$ cat src/rtl/line_draw_ctrl.sv
// Bresenham line sequencer: one endpoint pair in, one pixel coordinate out per handshake.
// Optional build macro LINE_CLIP_EN: steps off-screen pixels silently instead of emitting them.
module line_draw_ctrl #(
  parameter int WIDTH = 13,
  parameter int XMAX  = 639,
  parameter int YMAX  = 479
) (
  input  logic                    clk,
  input  logic                    rst,
  input  logic                    in_valid,
  output logic                    in_ready,
  input  logic signed [WIDTH-1:0] x0,
  input  logic signed [WIDTH-1:0] y0,
  input  logic signed [WIDTH-1:0] x1,
  input  logic signed [WIDTH-1:0] y1,
  input  logic                    abort,
  output logic                    pix_valid,
  input  logic                    pix_ready,
  output logic signed [WIDTH-1:0] pix_x,
  output logic signed [WIDTH-1:0] pix_y,
  output logic                    pix_last,
  output logic                    done,
  output logic                    busy
);

  localparam int EW  = WIDTH + 2;
  localparam int E2W = WIDTH + 3;

  typedef logic signed [WIDTH-1:0] coord_t;
  typedef logic signed [EW-1:0]    ext_t;
  typedef logic signed [E2W-1:0]   e2_t;

`ifdef LINE_CLIP_EN
  localparam bit CLIP_EN = 1'b1;
`else
  localparam bit CLIP_EN = 1'b0;
`endif

  localparam coord_t ONE  = coord_t'(1);
  localparam coord_t XLIM = coord_t'(XMAX);
  localparam coord_t YLIM = coord_t'(YMAX);

  typedef enum logic [1:0] {S_IDLE, S_SETUP, S_DRAW} state_t;

  state_t state_q, state_d;
  coord_t cur_x_q, cur_x_d, cur_y_q, cur_y_d;
  coord_t end_x_q, end_x_d, end_y_q, end_y_d;
  ext_t   dx_q, dx_d, dy_q, dy_d, err_q, err_d;
  logic   sxn_q, sxn_d, syn_q, syn_d;
  logic   done_q, done_d;

  ext_t   diff_x, diff_y;
  e2_t    e2;
  logic   step_x, step_y, at_end, vis_cur, vis_nxt, adv;
  coord_t nx, ny;

  function automatic logic in_box(input coord_t x, input coord_t y);
    return !x[WIDTH-1] && (x <= XLIM) && !y[WIDTH-1] && (y <= YLIM);
  endfunction

  always_ff @(posedge clk or posedge rst) begin
    if (rst) state_q <= S_IDLE;
    else     state_q <= state_d;
  end

  always_ff @(posedge clk or posedge rst) begin
    if (rst) begin
      cur_x_q <= '0;
      cur_y_q <= '0;
      end_x_q <= '0;
      end_y_q <= '0;
      dx_q    <= '0;
      dy_q    <= '0;
      err_q   <= '0;
      sxn_q   <= 1'b0;
      syn_q   <= 1'b0;
      done_q  <= 1'b0;
    end else begin
      cur_x_q <= cur_x_d;
      cur_y_q <= cur_y_d;
      end_x_q <= end_x_d;
      end_y_q <= end_y_d;
      dx_q    <= dx_d;
      dy_q    <= dy_d;
      err_q   <= err_d;
      sxn_q   <= sxn_d;
      syn_q   <= syn_d;
      done_q  <= done_d;
    end
  end

  // Visible pixels of a monotonic line form one contiguous run, so "last visible"
  // is decided by looking one Bresenham step ahead.
  always_comb begin
    diff_x  = ext_t'(end_x_q) - ext_t'(cur_x_q);
    diff_y  = ext_t'(end_y_q) - ext_t'(cur_y_q);
    e2      = e2_t'(err_q) <<< 1;
    step_x  = (e2 >= e2_t'(dy_q));
    step_y  = (e2 <= e2_t'(dx_q));
    nx      = step_x ? (sxn_q ? cur_x_q - ONE : cur_x_q + ONE) : cur_x_q;
    ny      = step_y ? (syn_q ? cur_y_q - ONE : cur_y_q + ONE) : cur_y_q;
    at_end  = (cur_x_q == end_x_q) && (cur_y_q == end_y_q);
    vis_cur = !CLIP_EN || in_box(cur_x_q, cur_y_q);
    vis_nxt = !CLIP_EN || in_box(nx, ny);
    adv     = (state_q == S_DRAW) && (!vis_cur || pix_ready);

    cur_x_d = cur_x_q;
    cur_y_d = cur_y_q;
    end_x_d = end_x_q;
    end_y_d = end_y_q;
    dx_d    = dx_q;
    dy_d    = dy_q;
    err_d   = err_q;
    sxn_d   = sxn_q;
    syn_d   = syn_q;
    done_d  = 1'b0;

    unique case (state_q)
      S_IDLE: begin
        if (in_valid) begin
          cur_x_d = x0;
          cur_y_d = y0;
          end_x_d = x1;
          end_y_d = y1;
        end
      end
      S_SETUP: begin
        dx_d   = diff_x[EW-1] ? -diff_x : diff_x;
        dy_d   = diff_y[EW-1] ? diff_y : -diff_y;
        sxn_d  = !(cur_x_q < end_x_q);
        syn_d  = !(cur_y_q < end_y_q);
        err_d  = dx_d + dy_d;
        done_d = abort;
      end
      S_DRAW: begin
        if (abort) begin
          done_d = 1'b1;
        end else if (adv) begin
          if (at_end) begin
            done_d = 1'b1;
          end else begin
            cur_x_d = nx;
            cur_y_d = ny;
            err_d   = err_q + (step_x ? dy_q : '0) + (step_y ? dx_q : '0);
          end
        end
      end
      default: ;
    endcase
  end

  always_comb begin
    state_d = state_q;
    unique case (state_q)
      S_IDLE:  if (in_valid) state_d = S_SETUP;
      S_SETUP: state_d = abort ? S_IDLE : S_DRAW;
      S_DRAW:  if (abort || (adv && at_end)) state_d = S_IDLE;
      default: state_d = S_IDLE;
    endcase
  end

  always_comb begin
    in_ready  = (state_q == S_IDLE);
    busy      = (state_q != S_IDLE);
    pix_valid = (state_q == S_DRAW) && vis_cur;
    pix_last  = pix_valid && (at_end || !vis_nxt);
    pix_x     = cur_x_q;
    pix_y     = cur_y_q;
    done      = done_q;
  end

endmodule

$ cat config.mk
export PLATFORM = sky130hd
export DESIGN_NAME = line_draw_ctrl
export DESIGN_NICKNAME = d
export VERILOG_FILES = /design/src/rtl/line_draw_ctrl.sv
export SDC_FILE = /design/constraint.sdc
export NUM_CORES = 1
export LEC_CHECK = 0
export CAP_MARGIN = 5
export CORE_ASPECT_RATIO = 2
export CORE_MARGIN = 4
export CORE_UTILIZATION = 35
export DETAILED_ROUTE_END_ITERATION = 10
export DONT_BUFFER_PORTS = 1
export GPL_ROUTABILITY_DRIVEN = 0
export PLACE_DENSITY = 0.62
export SLEW_MARGIN = 20
export SYNTH_ARGS = -nofsm -noshare
export SYNTH_HDL_FRONTEND = slang
export SYNTH_SLANG_ARGS = --single-unit
$ cat constraint.sdc
create_clock -name clk -period 4.3 [get_ports clk]
set_input_delay 0.43 -clock clk [delete_from_list [all_inputs] [get_ports clk]]
set_output_delay 0.43 -clock clk [all_outputs]
set_load 0.05 [all_outputs]
==> results of run 1 <==
## sequential cells by signal, summed over array words and instances, names as in the netlist
name     count
state_q      2
pix_x       13
err_q       15
end_y_q     13
dx_q        15
end_x_q     13
done         1
sxn_q        1
pix_y       13
syn_q        1
dy_q        15
## cell type report
type | instances | share of cell area
repair buffers | 265 | 0.156
well taps | 348 | 0.0340
multi-input cells | 857 | 0.558
flip-flops and latches | 102 | 0.201
diodes | 1 | 0.000195
clock inverters | 4 | 0.00430
clock buffers | 12 | 0.0200
inverters | 91 | 0.0269
## synthesized netlist by cell type, drive strengths merged, types with 8 or more instances
master	instances	share of area
ha	112	0.15
dfrtp	102	0.27
a21oi	100	0.053
inv	91	0.036
nor2	90	0.036
o21ai	68	0.036
nand2	64	0.025
mux2	56	0.066
xnor2	56	0.053
clkbuf	28	0.011
nor3	24	0.013
xor2	24	0.022
a21o	21	0.017
fa	20	0.042
nand3	20	0.011
and2	18	0.012
mux2i	14	0.015
nor2b	13	0.0086
o21a	13	0.010
nand2b	11	0.0073
a31oi	10	0.0066
and3	10	0.0066
nand4	10	0.0066
a211oi	9	0.0082
or3	8	0.0053
## worst paths after layout
| path | end | slack (ps) | cells after the start |
|---|---|---|---|
| max | err_q[14]$_DFFE_PP0P_ | -380 | 19 |
| min | end_x_q[8]$_DFFE_PP0P_ | 210 | 1 |
| max reg2reg | err_q[14]$_DFFE_PP0P_ | -380 | 19 |
| min reg2reg | end_y_q[0]$_DFFE_PP0P_ | 510 | 1 |
| max in group asynchronous | pix_x[6]$_DFFE_PP0P_ | 2850 | 3 |
| min in group asynchronous | end_y_q[10]$_DFFE_PP0P_ | 480 | 2 |
## what timing repair did
action	in CTS	in global routing
setup endpoints to repair	8	9
endpoints found under the hold margin	17	0
hold buffers	1	0
gates resized for setup	64	48
pin swaps	45	30
buffers inserted	17	4
## cell families after synthesis
logic type | synth area share
DFF | 0.269
xor gates and xnor gates | 0.0747
buffers and inverters | 0.0479
AOI/OAI and AO/OA | 0.188
and+or+nand+nor | 0.149
adders and majority gates | 0.190
muxes | 0.0813
## stage by stage
stage	util	setup slack (ps)
floorplan	-	-170
global placement	0.438	-553
detailed placement	0.438	-605
CTS	0.467	-306
global route	0.478	-534
finish	0.478	-381
## per-layer routing
layer	vias up	global-route usage
met1	4313	0.178
li1	4338	-
met5	-	0
met4	0	0.154
met3	105	0.0323
met2	223	0.402
## cells in the final DEF, fill, tap and decap left out, drive strengths merged, types with 56 or more instances in the layout
cell type	Yosys	layout
ha	112	112
mux2	56	56
o21ai	68	68
dfrtp	102	102
nand2	64	64
xnor2	56	56
buf	2	264
inv	91	92
a21oi	100	100
nor2	90	90
## worst max-delay path, cell delays in order, from the launching register on
cell and delay, ps:
dfrtp_1 380, inv_1 100, ha_4 210, nand4_1 190, a21oi_2 50, o31ai_1 270
o2111ai_1 180, mux2_4 370, and2_4 170, fa_2 560, ha_4 220, a211oi_4 260
nor2_2 80, or4_4 430, a311oi_2 340, o2bb2ai_2 160, o21ai_2 90, or2_4 230
mux2i_1 160, o22ai_1 90
==> results.cfg, run 1 <==
[routing]
routed_via_density = 5.34
dr.max_layer_used = met4
ant_nets = 0
wl_met1_microns = 9780
dr_total_vias = 8979
wire_per_inst_microns = 18.2
wl_met2_microns = 17200
drt_pass1_iterations = 5
wl_microns = 30500
drt_iter0_markers = 324
wl_met3_microns = 1030
drc = 0

[clocking]
insertion_delay_ps = 380
tritoncts = done
cts_buffer_depth = 2
cts-htree-levels = 3
clockRootBuffer = clkbuf_16
cts_buffers = 9
clk_pin_slew_ps = 80
cts_sinks = 102

[critical_path]
crit_required_ps = 4540
timing.critical_path.from = dy_q[6]$_DFFE_PP0P_
cp-end-kind = flip-flop
crit_arrival_ps = 4920
r2r-start = dy_q[6]$_DFFE_PP0P_
crit_path_max_fanout = 5
critPathKind = flip-flop to flip-flop
start_kind = flip-flop

[timing]
finalSetupTns_ps = -1210
maxSlewViolCount = 0
fmax_mhz = 214
hold_viol_final = 0
skew_ps = 14.3
setup_viol = 7
post-route-period-util = 1.09
fin_crit_ps = 4680
tightest_slew_ps = 835
maxSlewHeadroom = 0.444
hold_slack_ps = 206
rsz0062_at_grt = yes
fin_ws_ps = -381

[grt]
overflow = 0
grt_pass1_vias = 9621
grt_max_degree = 50
grt_usage = 0.202
antenna_found_initial = 1
grt_pass1_wl_microns = 48100

[yosys]
synthesis.nets = 1269
synth-main-ff-cell = dfrtp_1
synth_seq_cells = 102
synth_edf_count = 0
synth_cells = 1080
synthArstFlopShare = 1.00
netlist_area_sq_um = 9480
yosysSeqAreaShare = 0.269
ys_warn_count = 0
syn_avg_cell_area_sq_um = 8.78
ys_types = 70

[floorplan]
core_area_sq_um = 26800
dieArea_sq_um = 30000
die_h_microns = 241
start_util = 0.354
row_count = 85
io_pins = 88
die_width_microns = 124

[layout]
fin_area_sq_um = 12800
regArea_sq_um = 2570
finalNonFillerCells = 1680
fillers = 2596
area_growth_pct = 35.1
drive_gt1_frac = 0.349
multiInputGateArea_sq_um = 7150
nets = 1515

[status]
status = finished with violations
failed_checks = setup timing

[hold_path]
hp-class = primary input to flip-flop
hp-start = x1[8]

[placed_design]
dp_cells = 1643
hpwl_microns = 24700
placed_area_sq_um = 11800
io_buffer_count = 0

[job]
max-cap-violations = 0
Power of run 1 is not shown: default switching activity piles up to over one toggle a cycle in this logic, so the estimate is an artifact.
==> run 2: changes to the inputs <==
--- a/config.mk
+++ b/config.mk
@@ -5,6 +5,7 @@
 export SDC_FILE = /design/constraint.sdc
 export NUM_CORES = 1
 export LEC_CHECK = 0
+export ABC_AREA = 1
 export CAP_MARGIN = 5
 export CORE_ASPECT_RATIO = 2
 export CORE_MARGIN = 4
==> results.cfg, run 2 <==
[status]
status = finished clean

[timing]
finalSetupTns_ps = 0
post-route-period-util = 0.945
fmax_mhz = 246
maxSlewHeadroom = 0.438
maxSlewViolCount = 0
fin_crit_ps = 4060
tightest_slew_ps = 843
skew_ps = 15.8
rsz0062_at_grt = yes
hold_viol_final = 0
setup_viol = 0

[yosys]
synthesis.nets = 1656
ys_warn_count = 0
synth-main-ff-cell = dfrtp_1
netlist_area_sq_um = 10000
synth_cells = 1467
synthArstFlopShare = 1.00
synth_edf_count = 0
synth_most_common_cell = nand2_1
ys_types = 49
synth.top_cells.by_count = 432 x nand2_1, 216 x inv_1, 112 x ha_1
syn_avg_cell_area_sq_um = 6.83
synth_area_leaders = dfrtp_1 25%, nand2_1 16%, ha_1 14%
yosysSeqAreaShare = 0.255
synth_top_area_cell = dfrtp_1
synth_seq_cells = 102
yosys.area.top_type_share = 0.255

[grt]
grt_max_degree = 67
grt_pass1_wl_microns = 49400
grt_usage = 0.200
antenna_found_initial = 0
grt_pass1_vias = 9930
overflow = 0

[layout]
reg.largest.list = dx_q (15), dy_q (15), err_q (15)
fillers = 2891
nets = 1709
layout_commonest_cell = nand2_1
drive_gt1_frac = 0.111
diodes = 0
area_growth_pct = 13.5
final_cell_mix = 430 x nand2_1, 211 x inv_1, 106 x ha_1

[routing]
wire_per_inst_microns = 16.7
routed_via_density = 5.15
wl_microns = 31500
drt_iter0_markers = 299
dr_total_vias = 9685
ant_nets = 0
drc = 0
drt_pass1_iterations = 5

[clocking]
cts_buffers = 9
cts_sinks = 102
cts-htree-levels = 3
tritoncts = done
insertion_delay_ps = 380
clockRootBuffer = clkbuf_16
cts_buffer_depth = 2
clk_pin_slew_ps = 90
hold_buffers = 0

[critical_path]
cp_slowest_cell = fa_1
slowest_delay_ps = 440
crit_path_max_fanout = 9
reg2regPathDepth = 20
start_kind = flip-flop
crit_required_ps = 4580
path_cells = inv_1 -> ha_1 -> a21oi_1 -> nand2_1 -> a21oi_2 -> nand2_1 -> nand2_1 -> nand3_4 -> nand2_1 -> inv_1 -> fa_1 -> ha_1 -> fa_1 -> nand3_1 -> nand2_2 -> a21o_1 -> a31o_2 -> o21ai_0 -> nand3_1 -> o21a_1
critPathKind = flip-flop to flip-flop
crit_top_cell = nand2_1
cp-end-kind = flip-flop
crit_arrival_ps = 4340

[hold_path]
hp-class = primary input to async pin

[floorplan]
row_count = 87
io_pins = 88
core_area_sq_um = 28200
dieArea_sq_um = 31500
die_width_microns = 128
start_util = 0.355
die_h_microns = 247

[job]
max-cap-violations = 0

[placed_design]
io_buffer_count = 0
hpwl_microns = 26100
-- run 2: changes by cell type after synthesis, moves of 12 or more --
cell,before,now
nand2_1,64,432
inv_1,91,216
mux2_2,56,1
nand3_1,20,75
xnor2_1,55,11
and2_1,18,0
o21ai_1,2,20
a21o_1,21,6
mux2i_1,14,0
nor2b_1,13,0
nor3_1,24,11
o21ai_0,66,79
o211ai_1,2,14
-- run 2: cells by family after synthesis --
kind of cell / share of synthesized area
AND/OR/NAND/NOR: 0.270
AO/OA/AOI/OAI: 0.154
adder cells (fa/ha/maj): 0.180
buffers and inverters: 0.0990
multiplexers: 0.00112
XOR/XNOR: 0.0416
flip-flops: 0.255
-- run 2: worst max-delay path, delay by kind of cell, from the launching register on --
kind,cells,cell delay (ps)
buffers and inverters,2,130
and+or+nand+nor,8,890
DFF,1,370
AOI/OAI and AO/OA,6,1170
adders and majority gates,4,1410
-- run 2: routing by layer --
layer	up-vias	GRT usage	share of wire
met5	-	0	0
met3	119	0.0264	0.031
met4	0	0.143	0.081
met2	244	0.393	0.56
met1	4477	0.181	0.33
li1	4845	-	-
-- run 2: cell type report --
type	instances	area, sq um	area share
Tap cell	356	445	0.0392
Inverter	228	858	0.0755
Multi-Input combinational cell	1106	6640	0.585
Timing Repair Buffer	73	564	0.0497
Sequential cell	102	2560	0.225
Clock buffer	9	225	0.0198
Clock inverter	7	71.3	0.00628
-- run 2: worst paths after layout --
| path | from | endpoint | slack [ps] |
|---|---|---|---|
| min in group clk | abort | state_q[1]$_DFFE_PP0P_ | 150 |
| hold reg to reg | end_y_q[3]$_DFFE_PP0P_ | end_y_q[3]$_DFFE_PP0P_ | 490 |
| setup / recovery | dx_q[11]$_DFFE_PP0P_ | err_q[11]$_DFFE_PP0P_ | 240 |
| max in group asynchronous | rst | err_q[10]$_DFFE_PP0P_ | 3140 |
| hold / removal | rst | pix_x[1]$_DFFE_PP0P_ | 60 |
| setup reg to reg | dx_q[11]$_DFFE_PP0P_ | err_q[11]$_DFFE_PP0P_ | 240 |
-- run 2: metrics by stage --
step,cell area (sq um),hold WS (ps),setup slack (ps),cells,utilization
finish,11400,62.3,238,1881,0.403
global route,11400,143,-65.5,1881,0.403
CTS,11200,105,28.9,1877,0.397
detailed placement,10900,472,-327,1861,0.386
global placement,10900,467,-250,1861,0.386
floorplan,10000,449,437,1467,-
-- run 2: what timing repair did --
item / CTS / global route
setup buffers: 0 / 4
cloned: 0 / 0
endpoints found under the setup margin: 10 / 8
gates resized for setup: 7 / 37
pin swaps: 0 / 8
Power of run 2 is left out for the same reason.
